**src/rtl/config_frame_loader.sv**
```systemverilog
`default_nettype none
// ============================================================================
// Module      : config_frame_loader
// Description : Sync-word detection, frame header parsing and full-height
//               frame assembly with a one-hot per-column frame strobe.
// Revision    : 1.0
// ============================================================================
module config_frame_loader #(
    parameter int          NUMBER_OF_ROWS     = 16,
    parameter int          NUMBER_OF_COLS     = 8,
    parameter int          FRAME_BITS_PER_ROW = 32,
    parameter int          MAX_FRAMES_PER_COL = 20,
    parameter logic [31:0] SYNC_WORD          = 32'hFAB0_FAB1
) (
    input  logic                                       CLK,
    input  logic                                       resetn,
    input  logic [31:0]                                WriteData,
    input  logic                                       WriteStrobe,
    output logic [FRAME_BITS_PER_ROW*NUMBER_OF_ROWS-1:0] FrameData,
    output logic [MAX_FRAMES_PER_COL*NUMBER_OF_COLS-1:0] FrameStrobe,
    output logic                                       ConfigBusy,
    output logic                                       ConfigError
);

    localparam int STROBE_W = MAX_FRAMES_PER_COL * NUMBER_OF_COLS;
    localparam int ROW_W    = (NUMBER_OF_ROWS > 1) ? $clog2(NUMBER_OF_ROWS) : 1;
    localparam int IDX_W    = (STROBE_W > 1) ? $clog2(STROBE_W) : 1;

    localparam logic [ROW_W-1:0] LAST_ROW    = ROW_W'(NUMBER_OF_ROWS - 1);
    localparam logic [7:0]       COL_LIMIT   = 8'(NUMBER_OF_COLS);
    localparam logic [7:0]       FRAME_LIMIT = 8'(MAX_FRAMES_PER_COL);

    typedef enum logic [1:0] {
        ST_IDLE   = 2'd0,
        ST_HEADER = 2'd1,
        ST_DATA   = 2'd2
    } state_e;

    state_e                                     state_q, state_d;
    logic [ROW_W-1:0]                           row_q, row_d;
    logic [7:0]                                 col_q, col_d;
    logic [7:0]                                 frame_q, frame_d;
    logic                                       discard_q, discard_d;
    logic                                       config_error_q, config_error_d;
    logic [FRAME_BITS_PER_ROW*NUMBER_OF_ROWS-1:0] frame_data_q, frame_data_d;
    logic [STROBE_W-1:0]                        frame_strobe_q, frame_strobe_d;
    logic [IDX_W-1:0]                           strobe_idx;

    assign strobe_idx = IDX_W'(col_q) * IDX_W'(MAX_FRAMES_PER_COL) + IDX_W'(frame_q);

    always_comb begin
        state_d        = state_q;
        row_d          = row_q;
        col_d          = col_q;
        frame_d        = frame_q;
        discard_d      = discard_q;
        config_error_d = config_error_q;
        frame_data_d   = frame_data_q;
        frame_strobe_d = '0;

        if (WriteStrobe) begin
            case (state_q)
                ST_IDLE: begin
                    if (WriteData == SYNC_WORD) begin
                        state_d        = ST_HEADER;
                        config_error_d = 1'b0;
                    end
                end
                ST_HEADER: begin
                    if (WriteData[31]) begin
                        state_d = ST_IDLE;
                    end else begin
                        col_d   = WriteData[15:8];
                        frame_d = WriteData[7:0];
                        row_d   = '0;
                        state_d = ST_DATA;
                        // A bad header still consumes its data words to keep the stream aligned
                        discard_d = (WriteData[15:8] >= COL_LIMIT) ||
                                    (WriteData[7:0]  >= FRAME_LIMIT);
                        if (discard_d) begin
                            config_error_d = 1'b1;
                        end
                    end
                end
                ST_DATA: begin
                    for (int r = 0; r < NUMBER_OF_ROWS; r++) begin
                        if (row_q == ROW_W'(r)) begin
                            frame_data_d[r*FRAME_BITS_PER_ROW +: FRAME_BITS_PER_ROW] = WriteData;
                        end
                    end
                    if (row_q == LAST_ROW) begin
                        row_d   = '0;
                        state_d = ST_HEADER;
                        if (!discard_q) begin
                            for (int i = 0; i < STROBE_W; i++) begin
                                if (strobe_idx == IDX_W'(i)) begin
                                    frame_strobe_d[i] = 1'b1;
                                end
                            end
                        end
                    end else begin
                        row_d = row_q + 1'b1;
                    end
                end
                default: begin
                    state_d = ST_IDLE;
                end
            endcase
        end
    end

    always_ff @(posedge CLK) begin
        if (!resetn) begin
            state_q        <= ST_IDLE;
            row_q          <= '0;
            col_q          <= '0;
            frame_q        <= '0;
            discard_q      <= 1'b0;
            config_error_q <= 1'b0;
            frame_data_q   <= '0;
            frame_strobe_q <= '0;
        end else begin
            state_q        <= state_d;
            row_q          <= row_d;
            col_q          <= col_d;
            frame_q        <= frame_d;
            discard_q      <= discard_d;
            config_error_q <= config_error_d;
            frame_data_q   <= frame_data_d;
            frame_strobe_q <= frame_strobe_d;
        end
    end

    assign FrameData   = frame_data_q;
    assign FrameStrobe = frame_strobe_q;
    assign ConfigBusy  = (state_q != ST_IDLE);
    assign ConfigError = config_error_q;

endmodule
`default_nettype wire
```
**config.mk**
```make
export PLATFORM = sky130hd
export DESIGN_NAME = config_frame_loader
export DESIGN_NICKNAME = d
export VERILOG_FILES = /design/src/rtl/config_frame_loader.sv
export SDC_FILE = /design/constraint.sdc
export NUM_CORES = 1
export LEC_CHECK = 0
export CORE_AREA = 4 4 272 274
export DETAILED_ROUTE_END_ITERATION = 16
export DIE_AREA = 0 0 276 278
export SLEW_MARGIN = 30
export SYNTH_ARGS = -nofsm -noshare
export SYNTH_HDL_FRONTEND = slang
export SYNTH_SLANG_ARGS = --single-unit
```
**constraint.sdc**
```tcl
create_clock -name CLK -period 6.2 [get_ports CLK]
set_input_delay 0.62 -clock CLK [delete_from_list [all_inputs] [get_ports CLK]]
set_output_delay 0.62 -clock CLK [all_outputs]
set_load 0.03 [all_outputs]
```
==> metrics.log, run 1 <==
INFO  metric synth.yosys.warnings = 0
INFO  metric drt_wl_total = 103000 microns
INFO  metric synth_area_per_cell = 8.76 sq um
INFO  metric relSlewSlack = 38.4%
INFO  metric drive_gt1_share = 7.96%
INFO  metric rsz0062_at_grt = false
INFO  metric worst_path_max_delay_cell = buf_6
INFO  metric cp.arrival = 3.83 ns
INFO  metric drt_drc_violations_left = 0
INFO  metric worst_ep_required_time = 6.67 ns
INFO  metric die_area = 76700 sq um
INFO  metric total_nets_final = 3523
INFO  metric crit_chain = ha_1 -> ha_1 -> inv_1 -> fa_1 -> inv_1 -> ha_1 -> xor3_1 -> and4_4 -> a211oi_4 -> buf_6 -> nor4_1
INFO  metric critical_path.startpoint_type = register
INFO  metric yosys.cell_types.count = 51
INFO  metric synthMostInstantiatedCell = nand2_1
INFO  metric antenna_violations_before_repair = 3
INFO  metric worst_min_delay_path_class = register to register
INFO  metric cts_buffer_depth = 3
INFO  metric worst_r2r_endpoint = FrameStrobe[36]
INFO  metric worst-r2r-cell-count = 11
INFO  metric clkSinkCount = 694
INFO  metric synth_top_cells_by_count = nand2_1, dfxtp_1, a21boi_0
INFO  metric detailedPlace.worstSlack = 2.25 ns
INFO  metric postCtsSetupBuffers = 0
INFO  metric post_synth_instance_area = 25300 sq um
INFO  metric worst_clock_skew = 0.0261 ns
INFO  metric finalSetupViolations = 0
INFO  metric post-route-min-period = 3.35 ns
INFO  metric p_int = 7.32 mW
INFO  metric synth-edff-count = 0
INFO  metric finalWorstSetupSlack = 2.85 ns
INFO  metric wire_length_of_the_first_global_routing_pass = 150000 microns
INFO  metric worstSetupStartpoint = col_q[1]
INFO  metric cts.htree.levels = 3
INFO  metric cts_hold_repair.buffers = 0
INFO  metric detailedPlacementHpwl = 67200 microns
INFO  metric clock_tree.root_cell = clkbuf_16
INFO  metric post_synth_inst_count = 2885
INFO  metric report.final.hold_viol_count = 0
INFO  metric async_set_reset_flop_share_out_of_synthesis = 0%
INFO  metric initial_util = 35.4%
INFO  metric synth_fp_nets = 2935
INFO  metric fill_cell_total_of_the_finished_layout = 6717
INFO  metric chipHeight = 278 microns
INFO  metric synth.top_cell.area_share = 55.0%
INFO  metric ys_seq_elements = 694
INFO  metric synth.yosys.seq_area_share = 55.0%
INFO  metric register_to_register_path_setup_slack = 2.85 ns
INFO  metric synthFlopType = dfxtp_1
INFO  metric worst_setup_path_end_kind = register
INFO  metric vias = 21874
INFO  metric critical_path.most_common_cell = ha_1
INFO  metric final_cell_count_no_fill = 4480
INFO  metric routed_wire_length_per_instance = 23.1 microns
INFO  metric total_switching_power = 2.09 mW
INFO  metric outcome = complete, no violations
INFO  metric worst-setup-path-type = register to register
INFO  metric timing.hold.worst_path_depth = 2
INFO  metric max_freq = 298 MHz
INFO  metric cap_viol_max_count = 0
INFO  metric cellPowerDensity = 262 nW/um^2
INFO  metric hold_path.startpoint = FrameData[483]
INFO  metric num_antenna_cells = 0
INFO  metric timing.critical_path.slowest_cell_delay = 0.58 ns
INFO  metric pin_count = 709
INFO  metric post-place-cells = 4343
INFO  metric fin_crit_sh = 54.1%
INFO  metric rr_startpoint = col_q[1]
INFO  metric grt_start_max_net_pins = 253
INFO  metric antenna_nets_post_route = 0
INFO  metric timing.setup.tns = 0 ns
INFO  metric path_delay_family = adder cells
INFO  metric clock_latency = 0.63 ns
INFO  metric post_cts.resized_instances = 0
INFO  metric number_of_max_slew_violations_in_the_final_report = 0
INFO  metric overflow = 0
INFO  metric synth_largest_area_cell = dfxtp_1
INFO  metric power_frac_comb = 2.7%
INFO  metric share_seq_of_total_power = 47.4%
INFO  metric power.switching_fraction = 22.2%
INFO  metric worst_ir_drop_vdd = 0.000216 V
INFO  metric power.leakage = 11.6 nW
INFO  metric globalplace.congestion = 0.776
INFO  metric crit_buf_inv = 3
INFO  metric layout-area-overhead-vs-synth = 42.0%
INFO  metric core-area = 71400 sq um
INFO  metric num_rows = 98
INFO  metric first_iter_violations = 1560
INFO  metric clock_power_share = 49.9%
INFO  metric placement.io_buffers = 708
INFO  metric tritoncts = yes
INFO  metric tightestPinTransition = 0.922 ns
INFO  metric critical_path_peak_fanout = 64
INFO  metric floorplan.die.width = 276 microns
INFO  metric cts-buffers-inserted = 77
INFO  metric min_delay_worst_endpoint = FrameData[483]
INFO  metric first_pass_iters = 5
INFO  metric ys_top_cells_by_area = dfxtp_1, nand2_1, a21boi_0, clkbuf_1, nor3_2
INFO  metric vias_per_inst = 4.88
INFO  metric gr-usage-all-layers = 25.8%
INFO  metric clkTransAtPathRegs = 0.06 ns
INFO  metric first_global_vias = 21143
==> tightest hold or removal path, cell delays in order, from the launching register on <==
cell	delay, ns
dfxtp_1	0.31
nand2_1	0.04
a21boi_0	0.06
==> kinds of logic after synthesis <==
logic type,share of synthesized area (%)
simple gates,22.0
flops,55.0
compound gates,17.3
buf+inv,4.46
fa+ha+maj,0.802
xor+xnor,0.495
==> layout make-up <==
cell class                      instances  area (sq um)  share of cell area, %
Clock inverter                         25           424                   1.18
Sequential cell                       694         13900                   38.7
Clock buffer                          111          2190                   6.11
Inverter                               14          52.6                  0.146
Timing Repair Buffer                  775          7680                   21.4
Tap cell                              950          1190                   3.31
Multi-Input combinational cell       1911         10500                   29.1
==> per-layer routing <==
layer	vias to the layer above	share of wire [%]	wire length (microns)	GRT usage, %
met5	-	0.012	12	0
met2	742	48	50200	44.1
met3	175	7.8	8040	7.85
met1	10425	40	41800	30.9
met4	2	3.3	3440	9.01
li1	10530	-	-	-
==> power groups by stage <==
stage                     clock (mW)  combinational [mW]  sequential [mW]
after detailed placement           0               0.254             4.56
after global placement             0               0.255             4.56
final                           4.70               0.254             4.46
after floorplan                    0               0.126             4.56
after CTS                       4.81               0.254             4.46
after global routing            5.00               0.262             4.46
==> sequential cells by signal, summed over array words and instances (netlist names) <==
name / cells
FrameData: 512
FrameStrobe: 160
frame_q: 8
col_q: 6
row_q: 4
state_q: 2
ConfigError: 1
discard_q: 1
==> per-stage QoR <==
step	hold slack, ns	total power, mW	utilization, %	area [sq um]
2_1_floorplan	0.438	4.68	-	25300
3_3_place_gp	0.449	4.81	46.4	33100
3_5_place_dp	0.457	4.81	46.6	33200
4_1_cts	0.447	9.52	50.2	35900
5_1_grt	0.481	9.72	50.3	35900
6_report	0.459	9.41	50.3	35900
==> cell usage in the layout (no fill, tap or decap), types with 16 or more instances in the layout <==
master / netlist / layout
a211oi_1: 33 / 32
a21boi_0: 528 / 528
buf_4: 1 / 60
clkbuf_1: 227 / 20
clkbuf_16: 0 / 77
clkdlybuf4s50_1: 0 / 703
dfxtp_1: 694 / 694
nand2_1: 1072 / 1070
nor2_1: 52 / 41
nor3_1: 41 / 37
nor3_2: 32 / 36
nor4_1: 16 / 16
nor4_2: 20 / 20
==> worst max path at each step <==
stage,endpoint,cells after the start
after global placement,FrameStrobe[50],7
after global routing,FrameStrobe[46],11
after detailed placement,FrameData[40],7
after CTS,FrameStrobe[36],11
final,FrameStrobe[36],11
after floorplan,FrameStrobe[36],11
No activity file was read; power rests on OpenSTA's default activity.
==> run 2, diff against run 1 <==
--- a/config.mk
+++ b/config.mk
@@ -5,9 +5,10 @@
 export SDC_FILE = /design/constraint.sdc
 export NUM_CORES = 1
 export LEC_CHECK = 0
-export CORE_AREA = 4 4 272 274
+export CORE_AREA = 4 4 270 272
 export DETAILED_ROUTE_END_ITERATION = 16
-export DIE_AREA = 0 0 276 278
+export DIE_AREA = 0 0 274 276
+export PLACE_DENSITY = 0.65
 export SLEW_MARGIN = 30
 export SYNTH_ARGS = -nofsm -noshare
 export SYNTH_HDL_FRONTEND = slang
==> constraint.sdc (replaced) <==
create_clock -name CLK -period 2.82 [get_ports CLK]
set_input_delay 0.282 -clock CLK [delete_from_list [all_inputs] [get_ports CLK]]
set_output_delay 0.282 -clock CLK [all_outputs]
set_load 0.03 [all_outputs]
==> run 2 against run 1 <==
The flow now finishes with violations (negative setup slack). Sequential power grew 120%. Register-to-register slack got worse by 2.9 ns. Sequential share of layout area fell by 1.2 points. Via count grew 2.0%. Cell count grew 1.5%.
==> metrics.log, run 2 (synthesis gave the netlist of run 1 again) <==
INFO  metric wire_length_of_the_first_global_routing_pass = 147000 microns
INFO  metric detailedPlacementHpwl = 69100 microns
INFO  metric drive_gt1_share = 11.2%
INFO  metric first_pass_iters = 5
INFO  metric cp.arrival = 3.36 ns
INFO  metric layout-area-overhead-vs-synth = 46.6%
INFO  metric chipHeight = 276 microns
INFO  metric tritoncts = yes
INFO  metric first_global_vias = 21468
INFO  metric core-area = 70800 sq um
INFO  metric initial_util = 35.7%
INFO  metric hold_slack = 0.0983 ns
INFO  metric placement.io_buffers = 708
INFO  metric finalWorstSetupSlack = -0.0153 ns
INFO  metric cap_viol_max_count = 0
INFO  metric number_of_max_slew_violations_in_the_final_report = 0
INFO  metric layout_commonest_cell = nand2_1
INFO  metric outcome = finished with violations
INFO  metric worst_setup_path_end_kind = register
INFO  metric vias_per_inst = 4.91
INFO  metric num_rows = 98
INFO  metric first_iter_violations = 1572
INFO  metric cts-buffers-inserted = 75
INFO  metric floorplan.die.width = 274 microns
INFO  metric routed_wire_length_per_instance = 22.7 microns
INFO  metric report.final.hold_viol_count = 0
INFO  metric critical_path.startpoint_type = register
INFO  metric clkTransAtPathRegs = 0.06 ns
INFO  metric antenna_nets_post_route = 0
INFO  metric antenna_violations_before_repair = 2
INFO  metric die_area = 75600 sq um
INFO  metric finalSetupViolations = 3
INFO  metric vias = 22302
INFO  metric pin_count = 709
INFO  metric final_cell_count_no_fill = 4546
INFO  metric cellPowerDensity = 551 nW/um^2
INFO  metric clock_latency = 0.62 ns
INFO  metric rsz0062_at_grt = true
INFO  metric critical_path_peak_fanout = 6
INFO  metric worst_clock_skew = 0.0257 ns
INFO  metric post-place-cells = 4399
INFO  metric clock_tree.root_cell = clkbuf_16
INFO  metric cts_buffer_depth = 3
INFO  metric gr-usage-all-layers = 25.9%
INFO  metric relSlewSlack = 43.0%
INFO  metric max_freq = 353 MHz
INFO  metric drt_drc_violations_left = 0
INFO  metric globalplace.congestion = 0.830
INFO  metric largest_reg_flops = 512
INFO  metric fin_crit_sh = 101%
INFO  metric worst_min_delay_path_class = primary input to register
INFO  metric overflow = 0
INFO  metric tightestPinTransition = 0.855 ns
INFO  metric drt_wl_total = 103000 microns
INFO  metric mostFrequentLayoutCells = nand2_1, clkdlybuf4s50_1, dfxtp_1
INFO  metric worst-setup-path-type = register to register
INFO  metric power.leakage = 12.1 nW
INFO  metric failed_checks = negative setup slack
INFO  metric worst_ep_required_time = 3.34 ns
INFO  metric cts.htree.levels = 3
INFO  metric clkSinkCount = 694
INFO  metric post-route-min-period = 2.84 ns
INFO  metric worst_ir_drop_vdd = 0.000418 V
INFO  metric total_nets_final = 3587
INFO  metric grt_start_max_net_pins = 253
## run 2: changes by cell type in the layout (fill, tap and decap cells not counted), sizes merged
cell	previous run	this run
buf	72	135
clkbuf	111	104
clkinvlp	0	4
inv	17	20
bufinv	7	5
clkinv	15	17
dlygate4sd3	0	2
diode	0	1
## run 2: repair_timing
action / CTS / global route
hold buffers: 2 / 0
setup buffers: 3 / 3
gates cloned: 1 / 1
setup endpoints to repair: 95 / 127
resized for setup: 22 / 73
pin swaps: 3 / 30
hold endpoints to repair: 3 / 0
## run 2: path summary, 6_finish.rpt
kind	start	endpoint	slack, ns	depth (start not counted)
max	col_q[1]	FrameStrobe[142]	-0.02	13
min	WriteData[9]	FrameData[105]	0.1	3
max reg2reg	col_q[1]	FrameStrobe[142]	-0.02	13
min reg2reg	FrameData[390]	FrameData[390]	0.46	2
## run 2: per-layer routing
metal / GRT usage (%) / up-vias / wire [microns]
met1: 30.8 / 10545 / 40600
met3: 8.67 / 207 / 9690
met2: 42.5 / 870 / 48300
met4: 11.4 / 2 / 4700
met5: 0 / - / 11
li1: - / 10678 / -
## run 2: layout make-up
cell class	count	area, sq um
Clock buffer	103	2120
Sequential cell	694	13900
Timing Repair Buffer	841	8460
Clock inverter	32	397
Inverter	14	56.3
Multi-Input combinational cell	1911	10900
Tap cell	950	1190
Fill cell	6459	33700
Antenna cell	1	2.50
## run 2: worst max-delay path, stage by stage, from the launching register on
cell        delay (ns)
dfxtp_2           0.34
ha_4              0.27
ha_4              0.12
inv_2             0.03
fa_2              0.53
inv_2             0.04
ha_4              0.29
clkinvlp_4        0.12
a2111oi_4         0.32
buf_4             0.17
a211oi_4          0.04
buf_6             0.17
clkbuf_16         0.16
nor3_2            0.16
## run 2: metrics by stage
| step | power [mW] | util (%) | instance area [sq um] | TNS (ns) | setup slack (ns) |
|---|---|---|---|---|---|
| CTS | 20.6 | 51.7 | 36500 | -0.0309 | -0.0175 |
| global placement | 10.6 | 47.8 | 33900 | -1.62 | -0.0502 |
| detailed placement | 10.6 | 47.8 | 33900 | -2.21 | -0.0928 |
| finish | 20.4 | 52.4 | 37100 | -0.0281 | -0.0153 |
| floorplan | 10.3 | - | 25300 | 0 | 0.0141 |
| global route | 21.1 | 52.4 | 37100 | -4.15 | -0.138 |
## run 2: power by group
| part | internal (mW) | total (mW) | switching, mW | leakage, nW |
|---|---|---|---|---|
| Combinational | 0.188 | 0.566 | 0.378 | 5.27 |
| Sequential | 9.80 | 9.80 | 0.0000000000363 | 5.59 |
| Clock | 5.81 | 10.1 | 4.25 | 1.23 |
